`config.mk`:
```
export PLATFORM = sky130hd
export DESIGN_NAME = lsu_ctrl
export DESIGN_NICKNAME = d
export VERILOG_FILES = /design/src/rtl/lsu_pkg.sv /design/src/rtl/lsu_lane.sv /design/src/rtl/lsu_ctrl.sv
export SDC_FILE = /design/constraint.sdc
export NUM_CORES = 1
export LEC_CHECK = 0
export BUFFER_PORTS_ARGS = -buffer_cell sky130_fd_sc_hd__buf_2
export CAP_MARGIN = 20
export CORE_ASPECT_RATIO = 0.6
export CORE_MARGIN = 8
export CORE_UTILIZATION = 51
export DETAILED_ROUTE_END_ITERATION = 16
export PLACE_DENSITY = 0.82
export SYNTH_ARGS = -nofsm -noshare
export SYNTH_HDL_FRONTEND = slang
export SYNTH_HIERARCHICAL = 1
export SYNTH_SLANG_ARGS = --single-unit
```
`constraint.sdc`:
```
create_clock -name clk -period 2.9 [get_ports clk]
set_clock_uncertainty 0.1 [all_clocks]
set_input_delay 0.58 -clock clk [delete_from_list [all_inputs] [get_ports clk]]
set_output_delay 0.58 -clock clk [all_outputs]
set_load 0.01 [all_outputs]
```
`src/rtl/lsu_pkg.sv`:
```
// ============================================================================
// Package : lsu_pkg
// Shared size codes, FSM encoding, latched-op record and alignment check for
// the load/store unit.
// Revision: 1.0
// ============================================================================
`default_nettype none

package lsu_pkg;

  localparam logic [1:0] SZ_BYTE = 2'b00;
  localparam logic [1:0] SZ_HALF = 2'b01;
  localparam logic [1:0] SZ_WORD = 2'b10;

  typedef enum logic [1:0] {
    IDLE    = 2'd0,
    LD_WAIT = 2'd1,
    LD_RESP = 2'd2,
    ST_RMW  = 2'd3
  } lsu_state_e;

  // Only the fields still needed after the accept cycle are kept.
  typedef struct packed {
    logic [1:0]  size;
    logic        sext;
    logic [15:0] wdata;
  } lsu_op_t;

  // Byte is always aligned, half needs an even address, word needs a
  // multiple of four; the reserved size code is never legal.
  function automatic logic lsu_aligned(input logic [1:0] size, input logic [1:0] off);
    logic ok;
    case (size)
      SZ_BYTE: ok = 1'b1;
      SZ_HALF: ok = ~off[0];
      SZ_WORD: ok = (off == 2'b00);
      default: ok = 1'b0;
    endcase
    return ok;
  endfunction

endpackage

`default_nettype wire

```
`src/rtl/lsu_lane.sv`:
```
// ============================================================================
// Module  : lsu_lane
// Big-endian lane handling: extract+extend a byte/half from a memory word for
// loads, and merge store data into the old word for read-modify-write.
// Revision: 1.0
// ============================================================================
`default_nettype none

module lsu_lane
  import lsu_pkg::*;
(
  input  logic [31:0] word_i,
  input  logic [15:0] wdata_i,
  input  logic [1:0]  off_i,
  input  logic [1:0]  size_i,
  input  logic        sext_i,
  output logic [31:0] ext_o,
  output logic [31:0] merged_o
);

  logic [7:0]  w_byte;
  logic [15:0] w_half;

  // Select the addressed lane, then extend it or overwrite it in place.
  always_comb begin
    w_byte   = word_i[31:24];
    w_half   = word_i[31:16];
    ext_o    = word_i;
    merged_o = word_i;

    case (off_i)
      2'd1:    w_byte = word_i[23:16];
      2'd2:    w_byte = word_i[15:8];
      2'd3:    w_byte = word_i[7:0];
      default: w_byte = word_i[31:24];
    endcase
    if (off_i[1]) w_half = word_i[15:0];

    case (size_i)
      SZ_BYTE: begin
        ext_o = {{24{sext_i & w_byte[7]}}, w_byte};
        case (off_i)
          2'd1:    merged_o[23:16] = wdata_i[7:0];
          2'd2:    merged_o[15:8]  = wdata_i[7:0];
          2'd3:    merged_o[7:0]   = wdata_i[7:0];
          default: merged_o[31:24] = wdata_i[7:0];
        endcase
      end
      SZ_HALF: begin
        ext_o = {{16{sext_i & w_half[15]}}, w_half};
        if (off_i[1]) merged_o[15:0]  = wdata_i;
        else          merged_o[31:16] = wdata_i;
      end
      default: ;
    endcase
  end

endmodule

`default_nettype wire

```
`src/rtl/lsu_ctrl.sv`:
```
// ============================================================================
// Module  : lsu_ctrl
// Load/store unit controller: adds byte/half loads and read-modify-write
// stores on top of a word-only, 1-cycle-read data memory.
// Revision: 1.0
// ============================================================================
`default_nettype none

module lsu_ctrl
  import lsu_pkg::*;
#(
  parameter int ADDR_W = 10
) (
  input  logic              clk,
  input  logic              rst,
  input  logic              req,
  input  logic              wr,
  input  logic [1:0]        size,
  input  logic              sext,
  input  logic [31:0]       addr,
  input  logic [31:0]       wdata,
  output logic              stall,
  output logic [31:0]       rdata,
  output logic              done,
  output logic              misalign,
  output logic [ADDR_W-1:0] mem_addr,
  output logic              mem_wr,
  output logic [31:0]       mem_din,
  input  logic [31:0]       mem_dout
);

  lsu_state_e        state_q, state_d;
  lsu_op_t           op_q, op_d;
  logic [ADDR_W-1:0] addr_q, addr_d;
  logic [31:0]       rdata_q, rdata_d;

  logic        w_aligned;
  logic [31:0] w_ext;
  logic [31:0] w_merged;
  logic        w_unused_addr;

  // Upper address bits are deliberately dropped: addresses wrap at 2**ADDR_W.
  assign w_unused_addr = ^addr[31:ADDR_W];
  assign w_aligned     = lsu_aligned(size, addr[1:0]);
  assign rdata         = rdata_q;

  lsu_lane u_lane (
    .word_i   (mem_dout),
    .wdata_i  (op_q.wdata),
    .off_i    (addr_q[1:0]),
    .size_i   (op_q.size),
    .sext_i   (op_q.sext),
    .ext_o    (w_ext),
    .merged_o (w_merged)
  );

  // State, latched op and load result; reset abandons any op in flight.
  always_ff @(posedge clk or negedge rst) begin
    if (!rst) begin
      state_q <= IDLE;
      op_q    <= '0;
      addr_q  <= '0;
      rdata_q <= '0;
    end else begin
      state_q <= state_d;
      op_q    <= op_d;
      addr_q  <= addr_d;
      rdata_q <= rdata_d;
    end
  end

  // Next state and all memory/handshake outputs; IDLE outputs are gated by
  // rst so the bus is quiet while reset is asserted.
  always_comb begin
    state_d  = state_q;
    op_d     = op_q;
    addr_d   = addr_q;
    rdata_d  = rdata_q;
    stall    = 1'b0;
    done     = 1'b0;
    misalign = 1'b0;
    mem_wr   = 1'b0;
    mem_din  = '0;
    mem_addr = '0;

    case (state_q)
      IDLE: begin
        if (rst && req) begin
          if (!w_aligned) begin
            misalign = 1'b1;
            done     = 1'b1;
          end else begin
            mem_addr = {addr[ADDR_W-1:2], 2'b00};
            if (wr && size == SZ_WORD) begin
              mem_wr  = 1'b1;
              mem_din = wdata;
              done    = 1'b1;
            end else begin
              stall   = 1'b1;
              op_d    = '{size: size, sext: sext, wdata: wdata[15:0]};
              addr_d  = addr[ADDR_W-1:0];
              state_d = wr ? ST_RMW : LD_WAIT;
            end
          end
        end
      end
      LD_WAIT: begin
        mem_addr = {addr_q[ADDR_W-1:2], 2'b00};
        stall    = 1'b1;
        rdata_d  = w_ext;
        state_d  = LD_RESP;
      end
      LD_RESP: begin
        mem_addr = {addr_q[ADDR_W-1:2], 2'b00};
        done     = 1'b1;
        state_d  = IDLE;
      end
      ST_RMW: begin
        mem_addr = {addr_q[ADDR_W-1:2], 2'b00};
        mem_wr   = 1'b1;
        mem_din  = w_merged;
        done     = 1'b1;
        state_d  = IDLE;
      end
      default: state_d = IDLE;
    endcase
  end

endmodule

`default_nettype wire

```
# [Word level (Yosys, flattened, before mapping)]
# Index checks and enable logic that the tools add are counted.
[op_classes] bitwise=4 muxes=37 n_eq_ne=12 reduce_logical=11
[op_table] operator="one-hot mux 32 bit (2 select lines)" count=3
[op_table] operator="2-to-1 mux 32 bit" count=3
[op_table] operator="2-to-1 mux 16 bit" count=3
[op_table] operator="2-to-1 mux 8 bit" count=4
[op_table] operator="one-hot mux 8 bit (3 select lines)" count=1
[op_table] operator="2-to-1 mux 10 bit" count=2
[op_table] operator="one-hot mux 10 bit (2 select lines)" count=1
[op_table] operator="2-to-1 mux 1 bit" count=11
[op_table] operator="== test 2 bit, second input constant" count=5
[op_table] operator="== test 2 x 1 -> 1 bit, second input constant" count=4
[op_table] operator="zero test 2 bit" count=4
[op_table] operator="2-to-1 mux 2 bit" count=4
[op_table] operator="inequality test 2 bit, second input constant" count=3
[op_table] operator="one-hot mux 1 bit (2 select lines)" count=3
[op_table] operator="one-hot mux 2 bit (3 select lines)" count=1
[op_table] operator="OR reduction 3 bit" count=2
[op_table] operator="AND reduction 4 bit" count=1
[op_table] operator="one-hot mux 1 bit (3 select lines)" count=1
[op_table] operator="AND reduction 3 bit" count=1
[op_table] operator="bitwise AND 1 bit" count=2
[op_table] operator="logical AND 1 bit" count=2
[op_table] operator="NOT 1 bit" count=2
[op_table] operator="OR reduction 2 bit" count=1
[word_totals] out_inout_bits=78 regBits=63

# [Longest topological paths before layout]
[depth] depth_word=6 ltp_mapped=7

# [Hierarchy]
# The synthesis kept the hierarchy.
[modules_own_cells] module="lsu_ctrl" cells_each=243 n_inst=1 area_per_inst_um2=3166.8 seq_area_each_um2=1576.5
[modules_own_cells] module="lsu_lane" cells_each=250 n_inst=1 area_per_inst_um2=1689.1 seq_area_each_um2=0.0

# [Worst setup path before layout]
# Ideal clock, no wire load.
[synth_path] kind="flip-flop to output port" from="register addr_q[1]" to="output port mem_din[16]" arrival_ns=1.756 path_stages_with_launch=6 setup_slack_ns=0.464 cell_sequence="dfrtp_1 buf_2 buf_4 nor3_2 mux2_2 a32o_1"
[synth_between] elab_chain_cells=4
[synth_lines] element="start: declaration" line="lsu_ctrl.sv:34" rtl="logic [ADDR_W-1:0] addr_q, addr_d;"
[synth_lines] element="start signal: assignment" line="lsu_ctrl.sv:67" rtl="addr_q <= addr_d;"
[synth_lines] element="== test 2 x 1 -> 1 bit" line="lsu_lane.sv:42" rtl="case (off_i)"
[synth_lines] element="2-to-1 mux 8 bit" line="lsu_lane.sv:42"
[synth_lines] element="one-hot mux 32 bit (2 select lines) (*)" line="lsu_lane.sv:39" rtl="case (size_i)"
[synth_lines] element="named net w_merged[16]" line="lsu_ctrl.sv:39" rtl="logic [31:0] w_merged;"
[synth_lines] element="one-hot mux 32 bit (2 select lines) (*)" line="lsu_ctrl.sv:86" rtl="case (state_q)"
[synth_lines] element="end: declaration" line="lsu_ctrl.sv:28" rtl="output logic [31:0] mem_din,"
# Mark *: on every way through the listed nets, which the timed path passes. The rest lies on a longest branch.

# [Worst setup path after layout]
[layout_path] from="register addr_q[0]" to="output port mem_din[29]"
[layout_between] elab_chain_cells=5
[layout_lines] element="== test 2 x 1 -> 1 bit / == test 2 bit (equally long branches)" line="lsu_lane.sv:42"
[layout_lines] element="OR reduction 3 bit (no line) (*)"
[layout_lines] element="2-to-1 mux 8 bit (*)" line="lsu_lane.sv:42"
[layout_lines] element="one-hot mux 32 bit (2 select lines) (*)" line="lsu_lane.sv:39"
[layout_lines] element="named net w_merged[29]" line="lsu_ctrl.sv:39"
[layout_lines] element="one-hot mux 32 bit (2 select lines) (*)" line="lsu_ctrl.sv:86"
# Marks and branches as above.

==> results.toml <==
[yosys]
syn_inst = 493
synth_edf_count = 0
synthArstFlopShare = 1.000
synth-warning-count = 6
syn_area_sq_um = 4856
yosys_register_bits = 63
synth_cell_types = 55
ys.flop_type = "dfrtp_1"
yosysSeqAreaShare = 0.3247
syn_area_per_cell_sq_um = 9.850

[detailed_routing]
drt_iter0_drc = 563
drtPass1Iterations = 5
drtAntennaViolNets = 0
drc_errors = 0
routed_via_density = 6.322
drt-total-wl_um = 17340
vias = 4906
wire_per_inst_um = 22.35

[global_route]
grt_usage = 0.2603
first_global_vias = 4839
grt_max_degree = 52
globalRouteOverflowTotal = 0
grt_first_pass_wirelength_um = 26410
antenna_found_initial = 0

[worst_setup_path]
critPathRequiredTime_ns = 2.22
cp_max_fo = 9
worstSetupPathType = "register to output port"
critical-path-top-delay-family = "compound AO/OA/AOI/OAI gates"
cp_cell_sequence = "buf_4 -> nor2_2 -> o22ai_1 -> o21ai_0 -> a21boi_1 -> a32o_1 -> buf_2"
worst_r2r_path_depth = 7
crit_slowest_cell = "dfrtp_2"
cp-end-kind = "output port"
r2r-end = "rdata[30]"
cp.arrival_ns = 2.26
r2r_slack_ns = 0.30
crit_path_start_kind = "register"
cp.buffers_inverters = 2
r2r_start = "op_q[18]"
critPathMaxStageDelay_ns = 0.48

[clocking]
cts.sinks = 63
cts-root-buf = "clkbuf_16"
cts_buffers = 9
cts_tree = "done"
hold_buffers = 0
htree_levels = 3
insertion_delay_ns = 0.34
clk_pin_slew_worst_paths_ns = 0.06
clock_path_buffers = 2

[floorplanning]
coreArea_sq_um = 9223
die_y_um = 91.59
dieWidth_um = 142.0
ios = 181
dieArea_sq_um = 13000
initial_core_util = 0.5265
rows = 27

[pwr]
peakVddDrop_mv = 0.6641
clkPwrFrac = 0.176
p_leak_nw = 3.043
seqPwrFrac = 0.260
power_switching_share = 0.4174
p_per_area_nw_per_um2 = 1077
power_frac_comb = 0.564
p_switching_mw = 2.754
power_mw = 6.599
internal-power_mw = 3.845

[sta]
slew_viol_final = 0
setup_tns_ns = -0.04346
max-slew-margin-rel = 0.5024
min_period_ns = 2.943
finalSetupViolCount = 1
fmax_mhz = 339.7
hold_viol = 0
worst_slew_pin_slew_ns = 0.7464
grt_setup_unrepaired = "yes"
period_share = 1.015
fin_ws_ns = -0.04346

[placement]
dp_hpwl_um = 13000
place_congestion = 0.9099
portBuffers = 156
dp_cells = 755

[flow_run]
maxCapViolations = 0

[final_layout]
final_common_cell = "buf_2"
antenna_cells = 0
layoutNonFillerInstCount = 776
nets = 748
final_cell_mix = "buf_2 (156), nand2_1 (69), dfrtp_1 (60)"
fillers = 730
areaGrowthSynthToFinish_pct = 26.15
final_util = 0.6642
drive_above_1_share = 0.4613

[min_path]
hold_class = "input pin to async pin"

[run_status]
status = "complete, but fails checks"
violations = "negative setup slack"
## logic make-up after synthesis
kind of cell             share of synthesized area
AO/OA/AOI/OAI                               0.2417
AND/OR/NAND/NOR                             0.1203
multiplexers                                0.2278
buffers and inverters                      0.07446
flip-flops                                  0.3247
adder cells (fa/ha/maj)                    0.01031
other                                    0.0007723
## stage by stage
step / hold slack (ns) / worst slack [ns] / cell area, sq um
global placement: 0.3854 / 0.2964 / 5749
global route: 0.1987 / -0.05447 / 6126
finish: 0.1727 / -0.04346 / 6126
floorplan: 0.1844 / 0.4636 / 4860
detailed placement: 0.3923 / 0.1861 / 5749
CTS: 0.1817 / 0.0002354 / 6093
## sequential cells by signal (all words and copies together) (netlist names)
register / flops
rdata: 32
op_q: 19
addr_q: 10
state_q: 2
## per-layer routing
metal,GRT usage,wire (um),vias up
met5,0,0,-
met4,0.06311,199,0
met3,0.09822,2069,21
met2,0.3969,7738,307
met1,0.3417,7334,2422
li1,-,-,2156
## cell type report
type                            instances  area, sq um  share of cell area
Multi-Input combinational cell        355         2933              0.4788
Sequential cell                        63         1580              0.2580
Timing Repair Buffer                  184         1028              0.1679
Clock buffer                           12        246.5             0.04024
Tap cell                              130        162.7             0.02655
Inverter                               28        105.1             0.01716
Clock inverter                          4        70.07             0.01144
## synth_stat cells, drive strengths merged, types with 2 or more instances
cell    instances  area, sq um
a21boi          8        60.05
a21o            3        22.52
a21oi           2        10.01
a221o           8        80.08
a221oi          8        70.07
a22o           16        140.1
a22oi           8        60.06
a32o           28        280.3
and3            2        12.51
buf            18        143.9
clkbuf         30        112.6
dfrtp          63         1577
ha              4        50.05
inv            28        105.1
mux2           77        938.4
mux4            7        157.7
nand2          71        271.5
nand2b          9        56.30
nand3           2        10.01
nor2           21        83.83
nor2b           3        18.77
nor3b           2        26.28
o21a            3        22.52
o21ai          17        85.08
o22a            9        78.83
o22ai          12        75.07
o311ai          8        70.07
o32ai           8        70.07
## how the worst max path moves through the flow
stage / startpoint / endpoint / slack (ns) / depth (start not counted)
after floorplan: addr_q[1] / mem_din[16] / 0.46 / 5
after global placement: addr_q[1] / mem_din[5] / 0.30 / 5
after detailed placement: rst / mem_addr[6] / 0.19 / 5
after CTS: addr_q[1] / mem_din[29] / 0.0002 / 6
after global routing: op_q[18] / mem_din[5] / -0.05 / 6
final: addr_q[0] / mem_din[29] / -0.04 / 7
## power by group through the flow
stage	registers [mW]	clock network (mW)	logic, mW
finish	1.72	1.16	3.72
global route	1.76	1.22	3.99
CTS	1.70	1.18	3.60
detailed placement	1.70	0	3.55
global placement	1.68	0	3.41
floorplan	1.65	0	2.48
## what timing repair did
| action | 4_1_cts | 5_1_grt |
|---|---|---|
| buffers inserted | 2 | 3 |
| gates resized for setup | 1 | 7 |
| pin swaps | 0 | 1 |
| setup endpoints to repair | 9 | 24 |
Power figures use the tool's default switching activity.
